**config.mk**
```make
export PLATFORM = sky130hd
export DESIGN_NAME = deadlock_trace_unit_flat
export DESIGN_NICKNAME = d
export VERILOG_FILES = /design/src/rtl/deadlock_trace_unit_if.sv /design/src/rtl/deadlock_trace_unit.sv /design/src/flat_wrapper.sv
export SDC_FILE = /design/constraint.sdc
export NUM_CORES = 1
export LEC_CHECK = 0
export ABC_AREA = 1
export BUFFER_PORTS_ARGS = -buffer_cell sky130_fd_sc_hd__clkbuf_2
export CAP_MARGIN = 25
export CORE_MARGIN = 1.5
export CORE_UTILIZATION = 50
export CTS_BUF_LIST = sky130_fd_sc_hd__clkbuf_16
export DETAILED_ROUTE_END_ITERATION = 12
export GPL_TIMING_DRIVEN = 0
export PLACE_DENSITY = 0.73
export RECOVER_POWER = 50
export SLEW_MARGIN = 20
export SYNTH_ARGS = -nofsm -noshare
export SYNTH_HDL_FRONTEND = slang
export SYNTH_SLANG_ARGS = --single-unit
```
**constraint.sdc**
```tcl
create_clock -name clock -period 1.5 [get_ports clock]
set_input_delay 0.15 -clock clock [delete_from_list [all_inputs] [get_ports clock]]
set_output_delay 0.15 -clock clock [all_outputs]
set_load 0.05 [all_outputs]
```
**src/rtl/deadlock_trace_unit_if.sv**
```systemverilog
// Report-record handshake between the deadlock trace unit and its consumer.
// The master drives records; the slave returns ready.
interface deadlock_trace_unit_if #(
    parameter int unsigned IDX_W = 2
);
    logic             rpt_valid;
    logic             rpt_ready;
    logic [1:0]       rpt_kind;
    logic             rpt_first;
    logic [IDX_W-1:0] rpt_idx;
    logic [7:0]       rpt_cycle_id;
    logic [7:0]       rpt_comp_id;

    modport master (
        output rpt_valid,
        output rpt_kind,
        output rpt_first,
        output rpt_idx,
        output rpt_cycle_id,
        output rpt_comp_id,
        input  rpt_ready
    );

    modport slave (
        input  rpt_valid,
        input  rpt_kind,
        input  rpt_first,
        input  rpt_idx,
        input  rpt_cycle_id,
        input  rpt_comp_id,
        output rpt_ready
    );
endinterface

```
**src/rtl/deadlock_trace_unit.sv**
```systemverilog
// Qualifies a deadlock from the detector network, then walks each dependence cycle
// by following the token and emits START/PROC/ABORT/END report records.
module deadlock_trace_unit #(
    parameter int unsigned PROC_NUM      = 4,
    parameter int unsigned STABLE_CYCLES = 4,
    parameter int unsigned MAX_LEN       = 16
) (
    input  logic                clock,
    input  logic                reset,
    input  logic [PROC_NUM-1:0] dl_in_vec,
    output logic                dl_detect_out,
    output logic [PROC_NUM-1:0] origin,
    output logic                token_clear,
    output logic                token_hold,
    deadlock_trace_unit_if.master rpt
);

    localparam int unsigned IDX_W    = ($clog2(PROC_NUM) > 1) ? $clog2(PROC_NUM) : 1;
    localparam logic [7:0]  STABLE_W = 8'(STABLE_CYCLES);
    localparam logic [7:0]  MAX_W    = 8'(MAX_LEN);

    localparam logic [1:0] KindStart = 2'd0;
    localparam logic [1:0] KindProc  = 2'd1;
    localparam logic [1:0] KindAbort = 2'd2;
    localparam logic [1:0] KindEnd   = 2'd3;

    typedef enum logic [2:0] {StIdle, StQualify, StDetected, StReport, StDone} state_e;

    state_e              state_q;
    logic [PROC_NUM-1:0] det_q;
    logic [PROC_NUM-1:0] done_q;
    logic [PROC_NUM-1:0] origin_q;
    logic [PROC_NUM-1:0] vec_q;
    logic                stall_q;
    logic                clear_q;
    logic [7:0]          cnt_q;
    logic [7:0]          len_q;
    logic [7:0]          cyc_q;

    logic [PROC_NUM-1:0] eff_vec;
    logic [PROC_NUM-1:0] pending;
    logic [PROC_NUM-1:0] low_onehot;
    logic [IDX_W-1:0]    low_idx;
    logic [IDX_W-1:0]    high_idx;
    logic [IDX_W-1:0]    org_idx;
    logic [7:0]          cyc_inc;
    logic [7:0]          cnt_inc;
    logic                at_origin;
    logic                accept;

    logic                valid_c;
    logic [1:0]          kind_c;
    logic                first_c;
    logic [IDX_W-1:0]    idx_c;
    logic [7:0]          cycle_c;
    logic [7:0]          comp_c;
    logic [PROC_NUM-1:0] origin_c;

    // While a record is stalled the captured vector stands in for the live input,
    // so the record and the decisions derived from it cannot change under the consumer.
    assign eff_vec   = stall_q ? vec_q : dl_in_vec;
    assign pending   = det_q & ~done_q;
    assign at_origin = |(eff_vec & origin_q);
    assign cyc_inc   = (cyc_q == 8'hFF) ? 8'hFF : cyc_q + 8'd1;
    assign cnt_inc   = cnt_q + 8'd1;

    always_comb begin
        low_idx    = '0;
        low_onehot = '0;
        org_idx    = '0;
        for (int i = int'(PROC_NUM) - 1; i >= 0; i--) begin
            if (pending[i]) begin
                low_idx       = IDX_W'(i);
                low_onehot    = '0;
                low_onehot[i] = 1'b1;
            end
            if (origin_q[i]) begin
                org_idx = IDX_W'(i);
            end
        end
        high_idx = '0;
        for (int i = 0; i < int'(PROC_NUM); i++) begin
            if (eff_vec[i]) begin
                high_idx = IDX_W'(i);
            end
        end
    end

    always_comb begin
        valid_c  = 1'b0;
        kind_c   = KindStart;
        first_c  = 1'b0;
        idx_c    = '0;
        cycle_c  = 8'd0;
        comp_c   = 8'd0;
        origin_c = '0;
        unique case (state_q)
            StDetected: begin
                valid_c = 1'b1;
                if (|pending) begin
                    kind_c   = KindStart;
                    first_c  = (done_q == '0);
                    idx_c    = low_idx;
                    cycle_c  = cyc_inc;
                    comp_c   = 8'd1;
                    origin_c = low_onehot;
                end else begin
                    kind_c  = KindEnd;
                    cycle_c = cyc_q;
                end
            end
            StReport: begin
                // A returned token closes the cycle silently; abort outranks a PROC.
                if (!at_origin) begin
                    if (len_q == MAX_W) begin
                        valid_c = 1'b1;
                        kind_c  = KindAbort;
                        idx_c   = org_idx;
                        cycle_c = cyc_q;
                    end else if (|eff_vec) begin
                        valid_c = 1'b1;
                        kind_c  = KindProc;
                        idx_c   = high_idx;
                        cycle_c = cyc_q;
                        comp_c  = len_q + 8'd1;
                    end
                end
            end
            StDone: begin
                kind_c  = KindEnd;
                cycle_c = cyc_q;
            end
            default: ;
        endcase
    end

    assign accept     = valid_c && rpt.rpt_ready;
    assign token_hold = valid_c && !rpt.rpt_ready;

    assign rpt.rpt_valid    = valid_c;
    assign rpt.rpt_kind     = kind_c;
    assign rpt.rpt_first    = first_c;
    assign rpt.rpt_idx      = idx_c;
    assign rpt.rpt_cycle_id = cycle_c;
    assign rpt.rpt_comp_id  = comp_c;
    assign origin           = origin_c;
    assign token_clear      = clear_q;
    assign dl_detect_out    = (state_q == StDetected) || (state_q == StReport) ||
                              (state_q == StDone);

    always_ff @(posedge clock or posedge reset) begin
        if (reset) begin
            state_q  <= StIdle;
            det_q    <= '0;
            done_q   <= '0;
            origin_q <= '0;
            vec_q    <= '0;
            stall_q  <= 1'b0;
            clear_q  <= 1'b0;
            cnt_q    <= 8'd0;
            len_q    <= 8'd0;
            cyc_q    <= 8'd0;
        end else begin
            clear_q <= 1'b0;
            stall_q <= token_hold;
            if (token_hold) begin
                vec_q <= eff_vec;
            end
            unique case (state_q)
                StIdle: begin
                    if (|dl_in_vec) begin
                        det_q   <= dl_in_vec;
                        cnt_q   <= 8'd1;
                        state_q <= (STABLE_CYCLES == 1) ? StDetected : StQualify;
                    end
                end
                StQualify: begin
                    if (dl_in_vec == '0) begin
                        det_q   <= '0;
                        cnt_q   <= 8'd0;
                        state_q <= StIdle;
                    end else begin
                        det_q <= det_q | dl_in_vec;
                        cnt_q <= cnt_inc;
                        if (cnt_inc == STABLE_W) begin
                            state_q <= StDetected;
                        end
                    end
                end
                StDetected: begin
                    if (accept) begin
                        if (|pending) begin
                            origin_q <= low_onehot;
                            cyc_q    <= cyc_inc;
                            len_q    <= 8'd1;
                            state_q  <= StReport;
                        end else begin
                            state_q <= StDone;
                        end
                    end
                end
                StReport: begin
                    if (at_origin) begin
                        done_q  <= done_q | origin_q;
                        clear_q <= 1'b1;
                        state_q <= StDetected;
                    end else if (len_q == MAX_W) begin
                        if (accept) begin
                            done_q  <= done_q | origin_q;
                            clear_q <= 1'b1;
                            state_q <= StDetected;
                        end
                    end else if (accept) begin
                        done_q <= done_q | (eff_vec & det_q);
                        len_q  <= len_q + 8'd1;
                    end
                end
                StDone: ;
                default: state_q <= StIdle;
            endcase
        end
    end

endmodule

```
**src/flat_wrapper.sv**
```systemverilog
// flat-port wrapper written by rule: the top's interface ports become plain ports
module deadlock_trace_unit_flat 
#(
    parameter int unsigned PROC_NUM      = 4,
    parameter int unsigned STABLE_CYCLES = 4,
    parameter int unsigned MAX_LEN       = 16
)
  (clock, reset, dl_in_vec, dl_detect_out, origin, token_clear, token_hold, rpt_rpt_valid, rpt_rpt_kind, rpt_rpt_first, rpt_rpt_idx, rpt_rpt_cycle_id, rpt_rpt_comp_id, rpt_rpt_ready);
  deadlock_trace_unit_if #(.IDX_W(2)) rpt_i ();
  input  logic clock;
  input  logic reset;
  input  logic [PROC_NUM-1:0] dl_in_vec;
  output logic dl_detect_out;
  output logic [PROC_NUM-1:0] origin;
  output logic token_clear;
  output logic token_hold;
  output wire logic [$bits(rpt_i.rpt_valid)-1:0] rpt_rpt_valid;
  output wire logic [$bits(rpt_i.rpt_kind)-1:0] rpt_rpt_kind;
  output wire logic [$bits(rpt_i.rpt_first)-1:0] rpt_rpt_first;
  output wire logic [$bits(rpt_i.rpt_idx)-1:0] rpt_rpt_idx;
  output wire logic [$bits(rpt_i.rpt_cycle_id)-1:0] rpt_rpt_cycle_id;
  output wire logic [$bits(rpt_i.rpt_comp_id)-1:0] rpt_rpt_comp_id;
  input wire logic [$bits(rpt_i.rpt_ready)-1:0] rpt_rpt_ready;
  assign rpt_rpt_valid = rpt_i.rpt_valid;
  assign rpt_rpt_kind = rpt_i.rpt_kind;
  assign rpt_rpt_first = rpt_i.rpt_first;
  assign rpt_rpt_idx = rpt_i.rpt_idx;
  assign rpt_rpt_cycle_id = rpt_i.rpt_cycle_id;
  assign rpt_rpt_comp_id = rpt_i.rpt_comp_id;
  assign rpt_i.rpt_ready = rpt_rpt_ready;
  deadlock_trace_unit #(.PROC_NUM(PROC_NUM), .STABLE_CYCLES(STABLE_CYCLES), .MAX_LEN(MAX_LEN)) u_core (.clock(clock), .reset(reset), .dl_in_vec(dl_in_vec), .dl_detect_out(dl_detect_out), .origin(origin), .token_clear(token_clear), .token_hold(token_hold), .rpt(rpt_i));
endmodule
```
==> summary.txt <==
Status
  • Result of the run: finished, violations left
  • Failing checks: setup timing

Synth
  • Cell types with the largest area share after synthesis: sky130_fd_sc_hd__dfrtp_1 38%, sky130_fd_sc_hd__nand2_1 14%, sky130_fd_sc_hd__inv_1 9.1%, sky130_fd_sc_hd__nand3_1 8.0%, sky130_fd_sc_hd__o21ai_0 7.1%
  • Gate count after technology mapping: 432
  • Post-synth top area share: 38.1%
  • Post-synthesis register bit count: 45
  • Portion of the post-synthesis area used by sequential elements: 38.1%
  • Net count after synthesis: 443
  • Synth cell types: 33
  • Library cell occupying the most area in the post-synthesis netlist: sky130_fd_sc_hd__dfrtp_1
  • Syn Area/Cell: 6.84 um2
  • Mapped Area: 0.00295 mm2
  • YS warnings: 0

Floorplanning
  • Area of the die: 0.00638 mm2
  • IO Pins: 36
  • Floorplan die height: 79.9 um
  • Width of the die: 79.9 um
  • Core area: 0.00561 mm2
  • Starting utilization of the core area: 52.7%
  • Rows: 27

Clock network
  • Clk buf depth: 2
  • Root buffer selected by CTS: sky130_fd_sc_hd__clkbuf_16
  • Sink count of the clock tree: 45
  • Clock transition at path regs: 0.07 ns
  • CTS buffer count: 5
  • H-Tree Depth: 2
  • TritonCTS clock tree: yes
  • Skew-Pair Late Insertion Delay: 0.30 ns

Global route
  • Total global-route track usage: 35.7%
  • Wire length of the first global-routing pass: 17200 um
  • Largest net degree at the start of global routing: 32
  • Number of antenna violations at the first check in global routing: 0
  • Vias in the first global route: 3578
  • Overflow left after global routing: 0

Drt
  • DR vias/cell: 6.62
  • DRT antenna net count: 0
  • Final wirelength: 14800 um
  • Number of vias in the routed layout: 4057
  • Routed WL per cell: 24.1 um
  • Initial DRT Pass Iterations: 5
  • DRC violation total after the first TritonRoute iteration: 511
  • DRC Markers: 0

Min path
  • Worst min-delay path category: input pin to flip-flop
  • Source of the worst hold timing path: dl_in_vec[0]

Worst setup path
  • Type of the worst setup path: flip-flop to flip-flop
  • Endpoint class of the critical path: flip-flop
  • Worst Setup Start Kind: flip-flop
  • Largest delay contributor family on the critical path: simple AND/OR/NAND/NOR gates
  • CP cell instances: inv_4, nand2_4, nand2_4, nor2_2, nand3_4, buf_4, buf_4, buf_4, nand2_1, inv_1, nand4_1, inv_1, nand3b_1, nand2_1
  • Setup slack of the most critical reg-to-reg path: -0.93 ns
  • Most used cell, CP: sky130_fd_sc_hd__buf_4
  • CP max stage cell: sky130_fd_sc_hd__dfrtp_2
  • Critical-path maximum fanout: 7
  • Worst setup path startpoint: u_core.stall_q$_DFF_PP0_
  • FF-to-FF Start: u_core.stall_q$_DFF_PP0_
  • Biggest cell delay along the critical path: 0.49 ns
  • Buffering stage count on the worst path with inverters included: 6
  • Data required time at the worst endpoint: 1.65 ns
  • Worst endpoint data arrival time: 2.58 ns

Timing
  • Endpoints failing setup: 65
  • Highest achievable clock rate: 412 MHz
  • Worst clock skew: 0.00966 ns
  • Unrepaired setup endpoints after global routing: yes
  • Final clock period utilization by the worst path: 162%
  • Final Hold Viols: 0
  • Final count of pins violating max slew: 0
  • Max_slew headroom: 58.4%
  • Final-layout worst hold slack: 0.162 ns
  • Actual transition at the worst max-transition pin: 0.624 ns
  • Min setup slack post-route: -0.927 ns
  • Post-layout min period: 2.43 ns

Cells and area
  • Post-route non-filler standard cell count: 613
  • Ant diodes: 0
  • Post-layout net count: 551
  • Utilization after layout: 91.9%
  • Layout area overhead: 74.5%
  • Fraction of final layout cells sized beyond drive strength 1: 49.0%

Power and ir drop
  • Switching part of the total power: 49.1%
  • VDD IR max: 1.99 mV
  • P_leak: 2.48 nW
  • Cell internal pwr: 4.14 mW
  • Pwr dens: 1580 mW/mm2
  • Part of the total power dissipated in combinational logic: 62.6%
  • Clk network pwr share: 13.8%
  • Share of total power in sequential cells: 23.7%
  • Net Sw Power: 4.00 mW

Place
  • IO Port Bufs: 35
  • Number of cells in the design after placement: 540
  • HPWL after detailed placement: 5650 um
  • Routability congestion estimate from global placement: 0.884

Run
  • Count of max-cap constraint violations: 0
## flip-flops by register name, summed over array words and instances, names as in the netlist
signal,flops
u_core.len_q,8
u_core.token_clear,1
u_core.cnt_q,8
u_core.stall_q,1
u_core.vec_q,4
u_core.cyc_q,8
u_core.det_q,4
u_core.origin_q,4
u_core.done_q,4
u_core.state_q,3
## area by class of cell
class,count,area [um2]
Multi-Input combinational cell,303,2290
Sequential cell,45,1130
Timing Repair Buffer,101,1120
Inverter,80,334
Fill cell,197,453
Clock buffer,5,125
Buffer,4,56.3
Clock inverter,3,13.8
Tap cell,72,90.1
## worst paths after layout
path | to | cells past startpoint
setup / recovery | u_core.len_q[7]$_DFFE_PP0P_ | 14
hold / removal | u_core.det_q[0]$_DFFE_PP0P_ | 3
setup reg to reg | u_core.len_q[7]$_DFFE_PP0P_ | 14
hold reg to reg | u_core.done_q[1]$_DFFE_PP0P_ | 2
max in group asynchronous | u_core.state_q[2]$_DFFE_PP0P_ | 4
min in group asynchronous | u_core.vec_q[0]$_DFFE_PP0P_ | 3
## cell families (layout without fill, tap and decap cells)
group	Yosys count	after routing	synth area share, %
fa+ha+maj	4	4	1.69
simple gates	226	226	34.9
xor+xnor	4	4	1.19
compound gates	69	69	13.3
flops	45	45	38.1
buf+inv	84	193	10.9
## Yosys cell counts
cell type                  instances
sky130_fd_sc_hd__a21oi_1           4
sky130_fd_sc_hd__a21oi_2           1
sky130_fd_sc_hd__a21oi_4           1
sky130_fd_sc_hd__a22o_1            2
sky130_fd_sc_hd__and2_1            1
sky130_fd_sc_hd__buf_2             2
sky130_fd_sc_hd__buf_4             1
sky130_fd_sc_hd__clkbuf_1          1
sky130_fd_sc_hd__dfrtp_1          45
sky130_fd_sc_hd__ha_1              4
sky130_fd_sc_hd__inv_1            72
sky130_fd_sc_hd__inv_2             8
sky130_fd_sc_hd__nand2_1         113
sky130_fd_sc_hd__nand2_2           8
sky130_fd_sc_hd__nand2_4           5
sky130_fd_sc_hd__nand3_1          47
sky130_fd_sc_hd__nand3_2           1
sky130_fd_sc_hd__nand3b_1          1
sky130_fd_sc_hd__nand4_1           6
sky130_fd_sc_hd__nor2_1           34
sky130_fd_sc_hd__nor2_2            3
sky130_fd_sc_hd__nor2_4            1
sky130_fd_sc_hd__nor2_8            1
sky130_fd_sc_hd__nor3_1            5
sky130_fd_sc_hd__o211ai_1          1
sky130_fd_sc_hd__o21a_1            1
sky130_fd_sc_hd__o21ai_0          42
sky130_fd_sc_hd__o21ai_1           5
sky130_fd_sc_hd__o21bai_1          1
sky130_fd_sc_hd__o22ai_1           9
sky130_fd_sc_hd__o31ai_1           2
sky130_fd_sc_hd__xnor2_1           2
sky130_fd_sc_hd__xor2_1            2
## metal layers
| layer | GRT usage [%] | wire length [um] |
|---|---|---|
| met1 | 40.5 | 4850 |
| met2 | 61.5 | 6850 |
| met3 | 6.40 | 1630 |
| met4 | 22.4 | 1470 |
| met5 | 0 | 0 |
## worst reg2reg max path, delay by kind of cell, from the launching register on
family / cells / cell delay, ns
flip-flops: 1 / 0.49
AND/OR/NAND/NOR: 8 / 1.12
buffers and inverters: 6 / 0.66
## stage by stage
stage | worst slack, ns | area (um2) | total power, mW | setup TNS, ns
floorplan | -0.448 | 3260 | 3.91 | -8.94
global placement | -0.736 | 3520 | 4.41 | -35.73
detailed placement | -0.756 | 3540 | 4.48 | -20.27
CTS | -0.664 | 4610 | 6.83 | -19.77
global route | -1.06 | 5150 | 8.37 | -42.11
finish | -0.927 | 5150 | 8.14 | -35.19
## power by group through the flow
stage               sequential, mW  combinational [mW]  clock, mW
finish                        1.93                5.09       1.12
detailed placement            1.81                2.67          0
global route                  1.93                5.30       1.15
global placement              1.80                2.60          0
CTS                           1.79                3.96       1.07
floorplan                     1.76                2.16          0
## cell usage in the layout (no fill, tap or decap), types with 2 or more instances in the layout
master and n:
sky130_fd_sc_hd__nand2_1 83, sky130_fd_sc_hd__inv_1 54, sky130_fd_sc_hd__buf_4 42, sky130_fd_sc_hd__dfrtp_1 39, sky130_fd_sc_hd__nand3_1 37, sky130_fd_sc_hd__buf_8 24
sky130_fd_sc_hd__nor2_4 23, sky130_fd_sc_hd__nand2_4 22, sky130_fd_sc_hd__buf_6 19, sky130_fd_sc_hd__inv_2 18, sky130_fd_sc_hd__nand2_2 16, sky130_fd_sc_hd__o21ai_0 16
sky130_fd_sc_hd__o21ai_2 12, sky130_fd_sc_hd__o21ai_1 12, sky130_fd_sc_hd__nor2_1 10, sky130_fd_sc_hd__clkbuf_16 10, sky130_fd_sc_hd__nand3_2 7, sky130_fd_sc_hd__o21ai_4 7
sky130_fd_sc_hd__clkbuf_2 7, sky130_fd_sc_hd__inv_4 6, sky130_fd_sc_hd__nand4_1 6, sky130_fd_sc_hd__dfrtp_2 6, sky130_fd_sc_hd__nor2_2 5, sky130_fd_sc_hd__nand2_8 5
sky130_fd_sc_hd__nor3_4 5, sky130_fd_sc_hd__nand3_4 4, sky130_fd_sc_hd__a21oi_4 4, sky130_fd_sc_hd__o22ai_1 4, sky130_fd_sc_hd__buf_12 4, sky130_fd_sc_hd__o22ai_4 3
sky130_fd_sc_hd__a21oi_1 2, sky130_fd_sc_hd__inv_8 2, sky130_fd_sc_hd__o22ai_2 2, sky130_fd_sc_hd__xnor2_1 2, sky130_fd_sc_hd__ha_1 2, sky130_fd_sc_hd__clkinv_2 2
sky130_fd_sc_hd__clkbuf_8 2
## repair_timing
action                                  in CTS  in global routing
pin swaps                                   24                 33
endpoints found under the hold margin       14                  0
endpoints found under the setup margin      67                 72
hold buffers                                 1                  0
resized for setup                          146                127
setup buffers                               37                 29
Power figures use the tool's default switching activity.
